[config.mk]
export PLATFORM = sky130hd
export DESIGN_NAME = mix_columns_seq_flat
export DESIGN_NICKNAME = d
export VERILOG_FILES = /design/src/rtl/mix_columns_seq_pkg.sv /design/src/rtl/mix_columns_seq_if.sv /design/src/rtl/mix_columns_seq_mix_col_word.sv /design/src/rtl/mix_columns_seq.sv /design/src/flat_wrapper.sv
export SDC_FILE = /design/constraint.sdc
export NUM_CORES = 1
export LEC_CHECK = 0
export ABC_AREA = 1
export CAP_MARGIN = 20
export CORE_MARGIN = 2
export CORE_UTILIZATION = 35
export DETAILED_ROUTE_END_ITERATION = 7
export PLACE_DENSITY = 0.68
export SKIP_LAST_GASP = 1
export SLEW_MARGIN = 20
export SYNTH_ARGS = -nofsm -noshare
export SYNTH_HDL_FRONTEND = slang
export SYNTH_SLANG_ARGS = --single-unit
[constraint.sdc]
create_clock -name clk -period 1.87 [get_ports clk]
set_input_delay 0.374 -clock clk [delete_from_list [all_inputs] [get_ports clk]]
set_output_delay 0.374 -clock clk [all_outputs]
set_load 0.03 [all_outputs]
[src/rtl/mix_columns_seq_pkg.sv]
// Shared types, GF(2^8) constants and helpers for the sequential AES MixColumns block.
package mix_columns_seq_pkg;

    localparam int unsigned NUM_COLS  = 4;
    localparam int unsigned COL_W     = 32;
    localparam int unsigned STATE_W   = NUM_COLS * COL_W;
    localparam int unsigned COL_IDX_W = $clog2(NUM_COLS);

    localparam logic [7:0] GF_POLY = 8'h1B;
    localparam logic [7:0] GF_02   = 8'h02;
    localparam logic [7:0] GF_03   = 8'h03;
    localparam logic [7:0] GF_09   = 8'h09;
    localparam logic [7:0] GF_0B   = 8'h0B;
    localparam logic [7:0] GF_0D   = 8'h0D;
    localparam logic [7:0] GF_0E   = 8'h0E;

    typedef enum logic [1:0] {
        ST_IDLE,
        ST_MIX,
        ST_DONE
    } mc_state_e;

    // Multiply by x modulo x^8+x^4+x^3+x+1.
    function automatic logic [7:0] gf_xtime(input logic [7:0] a);
        return {a[6:0], 1'b0} ^ (a[7] ? GF_POLY : 8'h00);
    endfunction

    // Shift-and-add GF(2^8) multiply; collapses to a few XORs for a constant b.
    function automatic logic [7:0] gf_mul(input logic [7:0] a, input logic [7:0] b);
        logic [7:0] acc;
        logic [7:0] p;
        acc = 8'h00;
        p   = a;
        for (int i = 0; i < 8; i++) begin
            if (b[i]) acc = acc ^ p;
            p = gf_xtime(p);
        end
        return acc;
    endfunction

endpackage

[src/rtl/mix_columns_seq_if.sv]
// Accept/deliver handshake bundle between a producer/consumer and mix_columns_seq.
interface mix_columns_seq_if;
    import mix_columns_seq_pkg::*;

    logic               in_valid;
    logic               in_ready;
    logic               inv;
    logic [STATE_W-1:0] state_in;
    logic               out_valid;
    logic               out_ready;
    logic [STATE_W-1:0] state_out;
    logic               busy;

    modport master (
        output in_valid, inv, state_in, out_ready,
        input  in_ready, out_valid, state_out, busy
    );

    modport slave (
        input  in_valid, inv, state_in, out_ready,
        output in_ready, out_valid, state_out, busy
    );

endinterface

[src/rtl/mix_columns_seq_mix_col_word.sv]
// Combinational single-column (Inv)MixColumns: circulant matrix over GF(2^8).
module mix_col_word
    import mix_columns_seq_pkg::*;
(
    input  logic [COL_W-1:0] i_col,
    input  logic             i_inv,
    output logic [COL_W-1:0] o_col_c
);

    logic [0:3][7:0] w_a;
    logic [0:3][7:0] w_coef;
    logic [0:3][7:0] w_b;

    assign w_a = i_col;

    // Row i output uses coefficient (j - i) mod 4 for input byte j.
    always_comb begin
        w_coef = i_inv ? {GF_0E, GF_0B, GF_0D, GF_09} : {GF_02, GF_03, 8'h01, 8'h01};
        w_b    = '0;
        for (int i = 0; i < 4; i++) begin
            for (int j = 0; j < 4; j++) begin
                w_b[i] = w_b[i] ^ gf_mul(w_a[j], w_coef[2'(j - i)]);
            end
        end
    end

    assign o_col_c = w_b;

endmodule

[src/rtl/mix_columns_seq.sv]
// Sequential AES (Inv)MixColumns: one shared column unit, one column per cycle.
module mix_columns_seq
    import mix_columns_seq_pkg::*;
(
    input  logic               clk,
    input  logic               rst,
    mix_columns_seq_if.slave   bus
);

    mc_state_e                         r_state;
    logic [0:NUM_COLS-1][COL_W-1:0]    r_src;
    logic [0:NUM_COLS-1][COL_W-1:0]    r_res;
    logic                              r_inv;
    logic [COL_IDX_W-1:0]              r_col_idx;
    logic                              r_in_ready;
    logic                              r_out_valid;
    logic                              r_busy;
    logic [COL_W-1:0]                  w_col_out;

    mix_col_word u_col (
        .i_col   (r_src[r_col_idx]),
        .i_inv   (r_inv),
        .o_col_c (w_col_out)
    );

    // Control FSM with registered handshake flags; reset wins over any handshake.
    always_ff @(posedge clk) begin
        if (rst) begin
            r_state     <= ST_IDLE;
            r_src       <= '0;
            r_res       <= '0;
            r_inv       <= 1'b0;
            r_col_idx   <= '0;
            r_in_ready  <= 1'b1;
            r_out_valid <= 1'b0;
            r_busy      <= 1'b0;
        end else begin
            case (r_state)
                ST_IDLE: begin
                    if (bus.in_valid) begin
                        r_src      <= bus.state_in;
                        r_inv      <= bus.inv;
                        r_col_idx  <= '0;
                        r_state    <= ST_MIX;
                        r_in_ready <= 1'b0;
                        r_busy     <= 1'b1;
                    end
                end
                ST_MIX: begin
                    r_res[r_col_idx] <= w_col_out;
                    r_col_idx        <= r_col_idx + COL_IDX_W'(1);
                    if (r_col_idx == COL_IDX_W'(NUM_COLS - 1)) begin
                        r_state     <= ST_DONE;
                        r_out_valid <= 1'b1;
                    end
                end
                ST_DONE: begin
                    if (bus.out_ready) begin
                        r_state     <= ST_IDLE;
                        r_out_valid <= 1'b0;
                        r_busy      <= 1'b0;
                        r_in_ready  <= 1'b1;
                    end
                end
                default: begin
                    r_state     <= ST_IDLE;
                    r_in_ready  <= 1'b1;
                    r_out_valid <= 1'b0;
                    r_busy      <= 1'b0;
                end
            endcase
        end
    end

    assign bus.in_ready  = r_in_ready;
    assign bus.out_valid = r_out_valid;
    assign bus.busy      = r_busy;
    assign bus.state_out = r_res;

endmodule

[src/flat_wrapper.sv]
// flat-port wrapper written by rule: the top's interface ports become plain ports
module mix_columns_seq_flat import mix_columns_seq_pkg::*;
  (clk, rst, bus_in_valid, bus_inv, bus_state_in, bus_out_ready, bus_in_ready, bus_out_valid, bus_state_out, bus_busy);
  mix_columns_seq_if bus_i ();
  input  logic clk;
  input  logic rst;
  input wire logic [$bits(bus_i.in_valid)-1:0] bus_in_valid;
  input wire logic [$bits(bus_i.inv)-1:0] bus_inv;
  input wire logic [$bits(bus_i.state_in)-1:0] bus_state_in;
  input wire logic [$bits(bus_i.out_ready)-1:0] bus_out_ready;
  output wire logic [$bits(bus_i.in_ready)-1:0] bus_in_ready;
  output wire logic [$bits(bus_i.out_valid)-1:0] bus_out_valid;
  output wire logic [$bits(bus_i.state_out)-1:0] bus_state_out;
  output wire logic [$bits(bus_i.busy)-1:0] bus_busy;
  assign bus_i.in_valid = bus_in_valid;
  assign bus_i.inv = bus_inv;
  assign bus_i.state_in = bus_state_in;
  assign bus_i.out_ready = bus_out_ready;
  assign bus_in_ready = bus_i.in_ready;
  assign bus_out_valid = bus_i.out_valid;
  assign bus_state_out = bus_i.state_out;
  assign bus_busy = bus_i.busy;
  mix_columns_seq u_core (.clk(clk), .rst(rst), .bus(bus_i));
endmodule
==> results.cfg <==
[sta]
finalCriticalPeriod_ns = 2.28
post-route-period-util_pct = 122
worst_slack_ns = -0.414
slew_violations = 0
max_freq_ghz = 0.438
worstMarginPinSlew_ns = 0.473
fin_hold_ws_ns = 0.424
report.final.setup_viol = 259
fin_setup_tns_ns = -51.77
maxSlewHeadroom_pct = 68.3
rsz0062_at_grt = true
hold_violations = 0
fin_skew_ns = 0.0182

[drt]
drt_iter0_markers = 887
drc = 0
wl_per_cell_um = 16.4
drt.antenna.violating_nets = 0
wirelength_um = 48900
via_per_inst = 4.96
drt-pass1-iter-count = 7
vias = 14800

[die]
die_area_mm2 = 0.0410
die_y_um = 203
ioPinCount = 264
num_rows = 72
start_util_pct = 35.6
coreArea_mm2 = 0.0388
die_w_um = 203

[power]
leakagePower_nw = 9.77
seqPwrFrac_pct = 31.5
p_total_w = 0.0199
p_int_w = 0.0127
peakVddDrop_mv = 0.691
switching_share_pct = 36.0
p_comb_share_pct = 38.1
power.share.clock_pct = 30.4
p_sw_w = 0.00716
power_density_mw_per_mm2 = 934

[placed_design]
gp_congestion = 0.893
hpwl_um = 35600
io_buffers = 263
place_ws_ns = -0.441

[clock_network]
ctsHtreeMaxLevel = 1
cts_inserted_buffers = 29
numClockSinks = 264
clk_pin_slew_worst_paths_ns = 0.06
cts-hold-fix-buffers = 0
clk_latency_ns = 0.56
cts_root_buf = clkbuf_16
clockBufferDepth = 3
cts_tree = built

[logic_synthesis]
ys_seq_area_share_pct = 38.3
postSynthCellCount = 2069
synth_area_mm2 = 0.0138
syn_area_per_cell_um2 = 6.67
synthDistinctLibCells = 39
ys_warn_count = 0
synth_edf_count = 0
syn_nets = 2206
synthFlopType = dfxtp_1
async_flop_share_pct = 0
synth_seq_cells = 264

[hold_path]
hold_path_depth = 2
hold-path-endpoint = u_core.r_state[1]$_SDFFE_PP0P_
min_path_type = in2reg
worstHoldStart = bus_out_ready

[job]
cap_violations = 0

[worst_setup_path]
critical_path.max_fanout = 8
endpoint_kind = register
critPathLaunchType = register
r2r_slack_ns = -0.41
ff2ff_path_depth = 15
required_ns = 2.32
r2r-end = u_core.bus.state_out[99]$_SDFFE_PP0P_
critPathKind = reg2reg
arrival_ns = 2.73
r2r-start = u_core.r_col_idx[0]$_SDFFE_PP0P_

[final_layout]
fin_nets = 2579
utilization_pct = 54.8
drive_gt1_share_pct = 25.8
nFillCells = 3555
area_growth_syn_to_layout_pct = 54.2
antenna_cells = 0

[grt]
grt_remaining_overflow = 0
track_usage_pct = 22.5
grt_pass1_wl_um = 74100
antenna_found_initial = 0
grt_max_degree = 88
grt_pass1_vias = 13600

[status]
failed_checks = negative setup slack
status = complete, but fails checks
-- worst max-delay path, stage by stage (launching register included) --
cell and delay [ns]:
dfxtp_4 0.47, buf_12 0.16, buf_16 0.14, nand2_2 0.07, nand3_2 0.10, nand2_2 0.10, nand2_4 0.10, nand2_2 0.07
buf_4 0.15, xor2_4 0.18, buf_4 0.14, xor2_2 0.18, nand2_2 0.11, nand3_1 0.08, nand2_1 0.06, inv_1 0.03
-- flip-flops by register name (all words and copies together), names as in the netlist --
name and count:
u_core.r_state 2, u_core.r_src 128, u_core.bus.out_valid 1, u_core.r_inv 1, u_core.bus.state_out 128, u_core.bus.in_ready 1
u_core.r_col_idx 2, u_core.bus.busy 1
-- per-layer routing --
| layer | vias to the layer above | wire [um] | track usage, % |
|---|---|---|---|
| li1 | 7304 | - | - |
| met1 | 6912 | 22200 | 31.9 |
| met2 | 510 | 22400 | 36.2 |
| met3 | 65 | 2970 | 2.63 |
| met4 | 0 | 1260 | 6.26 |
| met5 | - | 0 | 0 |
-- cells in the mapped netlist, types with 10 or more instances --
cell type	count	area (um^2)
clkbuf_1	73	274
a21oi_1	32	160
o21a_1	86	646
nand3_1	224	1120
xnor2_1	11	96.3
nand2_2	32	200
a21o_1	10	75.1
buf_2	12	60.1
xor2_1	30	263
inv_1	164	616
dfxtp_1	264	5290
buf_6	10	113
nand2_1	593	2230
nor2_1	263	987
o21ai_0	170	851
-- layout make-up --
| type | instances | area [um^2] | share of cell area (%) |
|---|---|---|---|
| Multi-Input combinational cell | 1519 | 9020 | 42.4 |
| Sequential cell | 264 | 5290 | 24.9 |
| Timing Repair Buffer | 452 | 4600 | 21.6 |
| Clock buffer | 38 | 850 | 3.99 |
| Inverter | 175 | 688 | 3.23 |
| Tap cell | 518 | 648 | 3.05 |
| Clock inverter | 16 | 181 | 0.852 |
| Timing Repair inverter | 1 | 6.26 | 0.0294 |
-- cells in the final DEF (no fill, tap or decap), drive strengths merged --
cell type,count
nand2,632
nor2,267
dfxtp,264
clkdlybuf4s50,263
nand3,232
buf,187
o21ai,179
inv,178
o21a,86
clkbuf,40
xor2,36
a21oi,32
xnor2,20
a21o,10
clkinv,9
o21bai,8
or2,5
ha,4
bufinv,3
nand2b,2
clkinvlp,2
nand4,1
nand3b,1
a31oi,1
a211oi,1
o31ai,1
o211ai,1
-- through the flow --
stage / std cells / instance area, um^2
after global routing: 2983 / 21300
after global placement: 2896 / 18100
after detailed placement: 2896 / 18100
after floorplan: 2069 / 13800
after CTS: 2962 / 20100
final: 2983 / 21300
-- worst max-delay path by stage --
stage | from | endpoint | cells after the start
after global placement | u_core.r_col_idx[0]$_SDFFE_PP0P_ | u_core.bus.state_out[8]$_SDFFE_PP0P_ | 13
final | u_core.r_col_idx[0]$_SDFFE_PP0P_ | u_core.bus.state_out[99]$_SDFFE_PP0P_ | 15
after CTS | u_core.r_col_idx[0]$_SDFFE_PP0P_ | u_core.bus.state_out[99]$_SDFFE_PP0P_ | 16
after detailed placement | u_core.r_col_idx[0]$_SDFFE_PP0P_ | u_core.bus.state_out[96]$_SDFFE_PP0P_ | 18
after global routing | u_core.r_col_idx[0]$_SDFFE_PP0P_ | u_core.bus.state_out[43]$_SDFFE_PP0P_ | 20
after floorplan | u_core.r_col_idx[0]$_SDFFE_PP0P_ | u_core.bus.state_out[115]$_SDFFE_PP0P_ | 17
-- power by group through the flow --
| stage | Clock [W] | Combinational [W] | Sequential (W) |
|---|---|---|---|
| final | 0.00604 | 0.00758 | 0.00627 |
| after CTS | 0.00616 | 0.00661 | 0.00625 |
| after floorplan | 0 | 0.00313 | 0.00656 |
| after global placement | 0 | 0.00581 | 0.00636 |
| after detailed placement | 0 | 0.00589 | 0.00637 |
| after global routing | 0.00640 | 0.00816 | 0.00630 |
-- logic make-up after synthesis --
group	Yosys count	synth area share, %
xor+xnor	56	4.45
compound gates	319	13.5
buf+inv	286	8.68
flops	264	38.3
simple gates	1140	34.7
fa+ha+maj	4	0.363
-- timing repair --
| action | 4_1_cts | 5_1_grt |
|---|---|---|
| buffers inserted | 8 | 22 |
| endpoints found under the setup margin | 259 | 259 |
| pin swaps | 59 | 86 |
| endpoints found under the hold margin | 0 | 0 |
| resized for setup | 211 | 237 |
| gates cloned | 4 | 3 |
(Power assumes the default switching activity.)
